<file path="src/rtl/kuznechik_key_sched_ctrl.sv">
// ---------------------------------------------------------------------------
// kuznechik_key_sched_ctrl
//
// Sequences an external kuznechik_keygen through one master-key expansion,
// captures the five key pairs it produces into a ten-slot round-key store,
// and serves that store to two requesters (encryptor and decryptor) through
// a round-robin arbiter with a one-cycle read latency.
//
// Ports
//   clk            : clock, rising edge
//   rst_n          : synchronous active-low reset
//   key_load       : one-cycle request to expand master_key
//   master_key     : 256-bit master key, K1 = [255:128], K2 = [127:0]
//   kg_rst_n       : synchronous reset to the keygen (low for one CLR cycle)
//   kg_en          : keygen enable, high while expanding
//   kg_master_key  : latched master key presented to the keygen
//   kg_round_keys  : key pair from keygen, [255:128] odd key, [127:0] even key
//   kg_ready       : key pair valid strobe from keygen
//   busy           : expansion in progress
//   keys_valid     : all ten round keys stored
//   enc_req/enc_idx, dec_req/dec_idx : read requests from the two clients
//   enc_gnt/dec_gnt: combinational grants (at most one per cycle)
//   rd_key         : read data, valid the cycle after a grant
//   enc_rvalid/dec_rvalid : one-cycle read-return strobes
//
// Configuration
//   KUZ_KEYSTORE_ZEROIZE_EN : when defined, the key store is cleared on reset
//   and during the CLR cycle. When undefined the store has no reset and only
//   keys_valid protects stale contents.
// ---------------------------------------------------------------------------
module kuznechik_key_sched_ctrl (
  input  logic         clk,
  input  logic         rst_n,
  input  logic         key_load,
  input  logic [255:0] master_key,
  output logic         kg_rst_n,
  output logic         kg_en,
  output logic [255:0] kg_master_key,
  input  logic [255:0] kg_round_keys,
  input  logic         kg_ready,
  output logic         busy,
  output logic         keys_valid,
  input  logic         enc_req,
  input  logic [3:0]   enc_idx,
  input  logic         dec_req,
  input  logic [3:0]   dec_idx,
  output logic         enc_gnt,
  output logic         dec_gnt,
  output logic [127:0] rd_key,
  output logic         enc_rvalid,
  output logic         dec_rvalid
);

  typedef enum logic [1:0] {
    IDLE  = 2'd0,
    CLR   = 2'd1,
    RUN   = 2'd2,
    READY = 2'd3
  } state_t;

  state_t       state;
  logic [2:0]   pair_cnt;
  logic         prio_dec;
  logic         store_wr;
  logic [3:0]   rd_idx;
  logic [127:0] rd_mux;
  logic [127:0] key_store [10];

  // Expansion sequencer. All keygen-facing controls are registered so the
  // keygen sees clean, glitch-free levels. A key_load is only accepted from
  // IDLE or READY; loads during CLR/RUN are dropped rather than queued.
  always_ff @(posedge clk) begin
    if (!rst_n) begin
      state         <= IDLE;
      kg_rst_n      <= 1'b0;
      kg_en         <= 1'b0;
      busy          <= 1'b0;
      keys_valid    <= 1'b0;
      pair_cnt      <= 3'd0;
      kg_master_key <= '0;
    end else begin
      case (state)
        IDLE, READY: begin
          if (key_load) begin
            kg_master_key <= master_key;
            keys_valid    <= 1'b0;
            kg_rst_n      <= 1'b0;
            kg_en         <= 1'b0;
            pair_cnt      <= 3'd0;
            state         <= CLR;
          end
        end
        CLR: begin
          pair_cnt <= 3'd0;
          kg_rst_n <= 1'b1;
          kg_en    <= 1'b1;
          busy     <= 1'b1;
          state    <= RUN;
        end
        RUN: begin
          if (kg_ready) begin
            // The fifth pair completes the schedule.
            if (pair_cnt == 3'd4) begin
              kg_en      <= 1'b0;
              busy       <= 1'b0;
              keys_valid <= 1'b1;
              state      <= READY;
            end else begin
              pair_cnt <= pair_cnt + 3'd1;
            end
          end
        end
        default: state <= IDLE;
      endcase
    end
  end

  // Pairs are only accepted while RUN; strobes in any other state are ignored.
  assign store_wr = (state == RUN) && kg_ready;

  // Round-key store. Pair n lands in slots 2n (odd key) and 2n+1 (even key).
`ifdef KUZ_KEYSTORE_ZEROIZE_EN
  always_ff @(posedge clk) begin
    if (!rst_n || (state == CLR)) begin
      for (int i = 0; i < 10; i++) begin
        key_store[i] <= '0;
      end
    end else if (store_wr) begin
      for (int i = 0; i < 5; i++) begin
        if (pair_cnt == 3'(i)) begin
          key_store[2*i]   <= kg_round_keys[255:128];
          key_store[2*i+1] <= kg_round_keys[127:0];
        end
      end
    end
  end
`else
  always_ff @(posedge clk) begin
    if (rst_n && store_wr) begin
      for (int i = 0; i < 5; i++) begin
        if (pair_cnt == 3'(i)) begin
          key_store[2*i]   <= kg_round_keys[255:128];
          key_store[2*i+1] <= kg_round_keys[127:0];
        end
      end
    end
  end
`endif

  // Grant logic: nothing is granted until the whole schedule is in place.
  // Under contention the priority holder wins; prio_dec=0 means enc holds it.
  assign enc_gnt = keys_valid && enc_req && (!dec_req || !prio_dec);
  assign dec_gnt = keys_valid && dec_req && (!enc_req ||  prio_dec);

  assign rd_idx = dec_gnt ? dec_idx : enc_idx;

  // Out-of-range indices (10..15) match no slot and read back as zero.
  always_comb begin
    rd_mux = '0;
    for (int i = 0; i < 10; i++) begin
      if (rd_idx == 4'(i)) begin
        rd_mux = key_store[i];
      end
    end
  end

  // Read return and priority rotation. rd_key holds its last value between
  // reads; the rvalid strobes qualify it.
  always_ff @(posedge clk) begin
    if (!rst_n) begin
      rd_key     <= '0;
      enc_rvalid <= 1'b0;
      dec_rvalid <= 1'b0;
      prio_dec   <= 1'b0;
    end else begin
      enc_rvalid <= enc_gnt;
      dec_rvalid <= dec_gnt;
      if (enc_gnt || dec_gnt) begin
        rd_key <= rd_mux;
      end
      if (keys_valid && enc_req && dec_req) begin
        prio_dec <= ~prio_dec;
      end
    end
  end

endmodule

</file>
<file path="config.mk">
export PLATFORM = sky130hd
export DESIGN_NAME = kuznechik_key_sched_ctrl
export DESIGN_NICKNAME = d
export VERILOG_FILES = /design/src/rtl/kuznechik_key_sched_ctrl.sv
export SDC_FILE = /design/constraint.sdc
export NUM_CORES = 2
export LEC_CHECK = 0
export ABC_AREA = 1
export CAP_MARGIN = 0
export CORE_MARGIN = 10
export CORE_UTILIZATION = 45
export DETAILED_ROUTE_END_ITERATION = 6
export GPL_TIMING_DRIVEN = 0
export HOLD_SLACK_MARGIN = 0.06
export PLACE_DENSITY = 0.79
export RECOVER_POWER = 100
export SYNTH_ARGS = -nofsm -noshare
export SYNTH_HDL_FRONTEND = slang
export SYNTH_SLANG_ARGS = --single-unit
</file>
<file path="constraint.sdc">
create_clock -name clk -period 27.6 [get_ports clk]
set_clock_uncertainty 0.1 [all_clocks]
set_input_delay 4.14 -clock clk [delete_from_list [all_inputs] [get_ports clk]]
set_output_delay 4.14 -clock clk [all_outputs]
set_load 0.05 [all_outputs]
</file>
-- Yosys cells after proc, flatten, opt, wreduce, memory -nomap -nowiden
Memory sizes are Yosys's and may differ from the RTL's.
Cells that the tools add are included.
- register bits after elaboration: 396
- bits in writable memories: 1280
- bits of input ports: 526
- output and inout port bits: 392
- logic and storage cells: 135
- memories kept: 1
- $add $sub $neg: 1
- equal/unequal tests: 20
- multiplexer cells: 67
- bitwise gates (word level): 1
- reductions and logical operators: 34
- memory list (memory ; depth ; bits a word ; rd ports ; clocked after memory_dff ; write ports ; RTL line ; text):
    key_store ; 10 ; 128 ; 10 ; 0 ; 2 ; 67 ; logic [127:0] key_store [10];
- operators by type and width (kind ; count):
    $mux 128 ; 18
    $reduce_or 128->1 ; 8
    $mux 4 ; 9
    $mux 1 ; 28
    $eq 4x3->1 const B ; 4
    $mux 3 ; 3
    $pmux 3 s3 ; 1
    $reduce_and 3->1 ; 3
    $eq 4x2->1 const B ; 2
    $eq 4x4->1 const B ; 2
    $logic_and 1x1->1 ; 7
    $eq 3x2->1 const B ; 2
    $mux 2 ; 3
    $ne 2x2->1 const B ; 3
    $pmux 1 s2 ; 3
    $pmux 2 s3 ; 1
    $reduce_bool 2->1 ; 3
    $eq 2x2->1 const B ; 2
    $eq 4x1->1 const B ; 1
    $logic_not 4->1 ; 1
    $reduce_and 2->1 ; 2
    $reduce_and 4->1 ; 1
    $add 3x1->3 const B ; 1
    $eq 3x1->1 const B ; 1
    10 further kinds ; 14

-- Depth between registers and ports, before layout
- depth in word-level cells: 15
- gate-level depth with buffers: 17
- mapped depth without buffers: 16

-- Least setup slack after synthesis
Ideal clock, no wire load.
- path type: in2reg
- start point: input port rst_n
- end point: memory key_store[0][0] (enable)
- data arrival time: 15.430 ns
- data required time: 26.621 ns
- path slack: 11.191 ns
- stages: 4
- path through: clkbuf_1 clkbuf_1 nand3_1 nor2_1
- RTL lines (what ; RTL line ; text):
    start: declaration ; 33 ; input logic rst_n,
    end: declaration ; 67 ;

==> results.md <==
* Outcome: finished, violations left
* Violated checks: DRC, capacitance limit, slew limit
* Tcrit/Tclk final at 50.26%
* CTS Buf Count at 167
* CTS tree: yes
* Crit end category: flip-flop
* DP Area at 76100 sq um
* Hold Slack at 0.3659 ns
* Nets at 7346
* Max cap viols at 40
* Max clock buf depth at 3
* Static leakage at 0.03165 uW
* Total negative slack at 0 ns
* Post-detail-place hpwl at 164900 um
* Post-Route WL at 222700 um
* Clk pin slew, worst setup/hold paths at 0.06 ns
* Synth-to-layout area growth at 27.44%
* Hold Path Class: reg -> reg
* Fillers at 11180
* WP data required at 27.89 ns
* Final instance area at 80970 sq um
* Int Power at 4546 uW
* Setup violations, final at 0
* Largest net degree at the start of global routing at 36
* Post-Synthesis Cells at 5678
* Vias in the first global route at 46520
* DRC Markers at 1
* PD cells at 80.37 nW/um^2
* Syn. warnings at 0
* Slew Limit Fails at 1135
* Initial antenna violation count at 164
* Critical path class: in -> reg
* Final min period at 13.87 ns
* Clock power frac at 35.2%
* Mapped Area at 63540 sq um
* Router iterations before antenna repair at 7
* Ports at 918
* Core area at 139900 sq um
* H-tree depth at 4
* Routed vias/inst at 5.267
* CTS root buf: clkbuf_16
* IO buf count at 916
* Placer Congestion at 0.9745
* Crit Path Max Fanout at 30
* Flop2flop setup slack at 17.82 ns
* Hold Crit Depth at 2
* Synth area leaders: edfxtp_1, dfxtp_1, nand2_1, nor2_1, o21ai_0
* Yosys cell types at 28
* Hold Startpoint: busy$_SDFFE_PN0P_
* CTS Hold Bufs at 0
* Seq/Total Area, Yosys at 72.97%
* Share of post-route cells with drive strength above 1 at 5.868%
* Switching power at 1962 uW
* Syn_nets at 6212
* Row count at 137
* Syn_area_per_cell at 11.19 sq um
* Clock sink count at 1676
* Hold Vio Cnt, Final at 0
* Switching Share at 30.15%
* RR Startpoint: state[0]$_SDFFE_PN0P_
* Chip Height at 395.8 um
* Iter 0 DRT Violations at 4804
* Postcts setup bufs at 0
* Final setup margin at 13.73 ns
* Seq cells post-synth at 1676
* Fmax at 72.09 MHz
* Arrival time worst endpoint at 14.16 ns
* Total Routing Usage GR at 27.34%
* Post-CTS sizing at 0
* Hold Path End: busy$_SDFFE_PN0P_
* DP Worst Slack at 17.27 ns
* Yosys top cell by area: edfxtp_1
* Initial Util at 45.42%
* Die area at 156600 sq um
* Worst-case reg-to-reg path depth at 10
* Worst reg2reg path endpoint: key_store[0][51]$_DFFE_PP_
* Die Span X at 395.8 um
* Yosys top cell area share at 60.50%
* Reg power frac at 45.4%
* Vias at 46930
* Wire per inst at 24.99 um
* Total gr overflow at 0
* Detail Route Antenna Nets at 0
* First-pass GRT wire length at 314100 um
* Comb power frac at 19.4%
* RSZ-0062 raised after global routing: no
* Critical Path Source Type: input port
* VDD IR max at 0.06893 mV
* Relative slew slack at -56.32%
* Worst slew pin tran at 2.336 ns
* Clock network latency to the later pin of the worst-skew pair at 0.80 ns
[power by group through the flow]
stage               registers [uW]  logic (uW)  clock network [uW]
floorplan                     3450         323                   0
global placement              3030        1290                   0
detailed placement            3010        1320                   0
CTS                           2960        1320                2310
global route                  2970        1340                2410
finish                        2950        1260                2290
[per-layer routing]
metal	vias up	GRT usage [%]	share of wire [%]
li1	21350	-	-
met1	22310	28.65	33
met2	2572	48.50	51
met3	639	7.743	9.4
met4	56	16.37	6.1
met5	-	0	0.16
[area by class of cell]
cell class	count	area (sq um)	area share [%]
sequential	1676	46360	57.26
multi-input combinational	3233	13960	17.24
buffer	298	1411	1.743
timing repair buffer	965	9369	11.57
clock buffer	234	4654	5.748
antenna	81	202.7	0.2503
tap	1876	2347	2.899
clock inverter	76	890.9	1.100
inverter	471	1769	2.185
[state kept, by name (all words and copies together), names as in the netlist]
signal and cells:
rd_key 128, dec_rvalid 1, busy 1, kg_rst_n 1, enc_rvalid 1, keys_valid 1, key_store 1280, kg_master_key 256
state 2, pair_cnt 3, kg_en 1, prio_dec 1
[logic make-up (layout without fill, tap and decap cells)]
family                   Yosys count  count (layout)  share of synthesized area, %
flip-flops                      1676            1676                         72.97
other                              0              81                             0
AO/OA/AOI/OAI                    498             498                         4.299
buffers and inverters            769            2044                         5.041
AND/OR/NAND/NOR                 2727            2727                         17.53
adder cells (fa/ha/maj)            8               8                        0.1575
[critical path: stages]
cell and delay (ns):
clkbuf_1 0.51, clkbuf_1 0.71, nand3_1 0.36, nor2_1 0.18, clkbuf_1 1.28, clkbuf_1 1.45, clkbuf_1 1.29, clkbuf_1 1.40
clkbuf_1 1.36, clkbuf_1 1.39
[synthesized netlist by cell type]
master	n
edfxtp_1	1280
nand2_1	1176
nor2_1	1037
inv_1	465
dfxtp_1	396
o21ai_0	389
nand3_1	332
nand4_1	160
clkbuf_1	141
buf_2	122
o21bai_1	95
buf_4	21
a21oi_1	12
buf_6	11
ha_1	8
nand2_2	6
inv_2	5
and2_1	4
buf_1	3
nand2_4	3
nor2_4	3
nor2_2	2
or2_2	2
a31oi_1	1
and3_1	1
inv_4	1
nand3b_1	1
o21ai_1	1
[worst max path at each step]
stage / end / startpoint / depth (start not counted)
finish: key_store[0][51]$_DFFE_PP_ / rst_n / 10
global route: key_store[0][59]$_DFFE_PP_ / rst_n / 10
CTS: enc_gnt / enc_req / 4
global placement: key_store[3][50]$_DFFE_PP_ / rst_n / 4
detailed placement: enc_gnt / enc_req / 4
floorplan: key_store[0][0]$_DFFE_PP_ / rst_n / 4
[stage by stage]
step	power, uW	utilization [%]	std cells
floorplan	3768	-	5678
CTS	6593	58.37	8829
global placement	4323	53.66	8470
finish	6507	57.89	8910
detailed placement	4329	54.41	8519
global route	6715	57.85	8889
[placed cells by master (no fill, tap or decap), types with 3 or more instances in the layout]
cell             instances
dfxtp_1                396
diode_2                 81
inv_6                    7
nand4_1                160
inv_2                    4
bufinv_16               15
nor2_1                1038
buf_2                  118
clkbuf_1               247
a21oi_1                 12
clkinvlp_2               4
nand2_2                  5
o21ai_0                389
o21bai_1                95
dlygate4sd3_1          651
ha_1                     8
nand2_4                  3
clkbuf_8                16
and2_1                   4
nand3_1                332
clkdlybuf4s50_1        265
buf_4                   16
clkinv_8                 3
clkinv_1                21
clkinv_2                20
inv_1                  466
clkbuf_16              170
nand2_1               1177
inv_16                   3
edfxtp_1              1280
buf_6                   11
(Power assumes the default switching activity.)
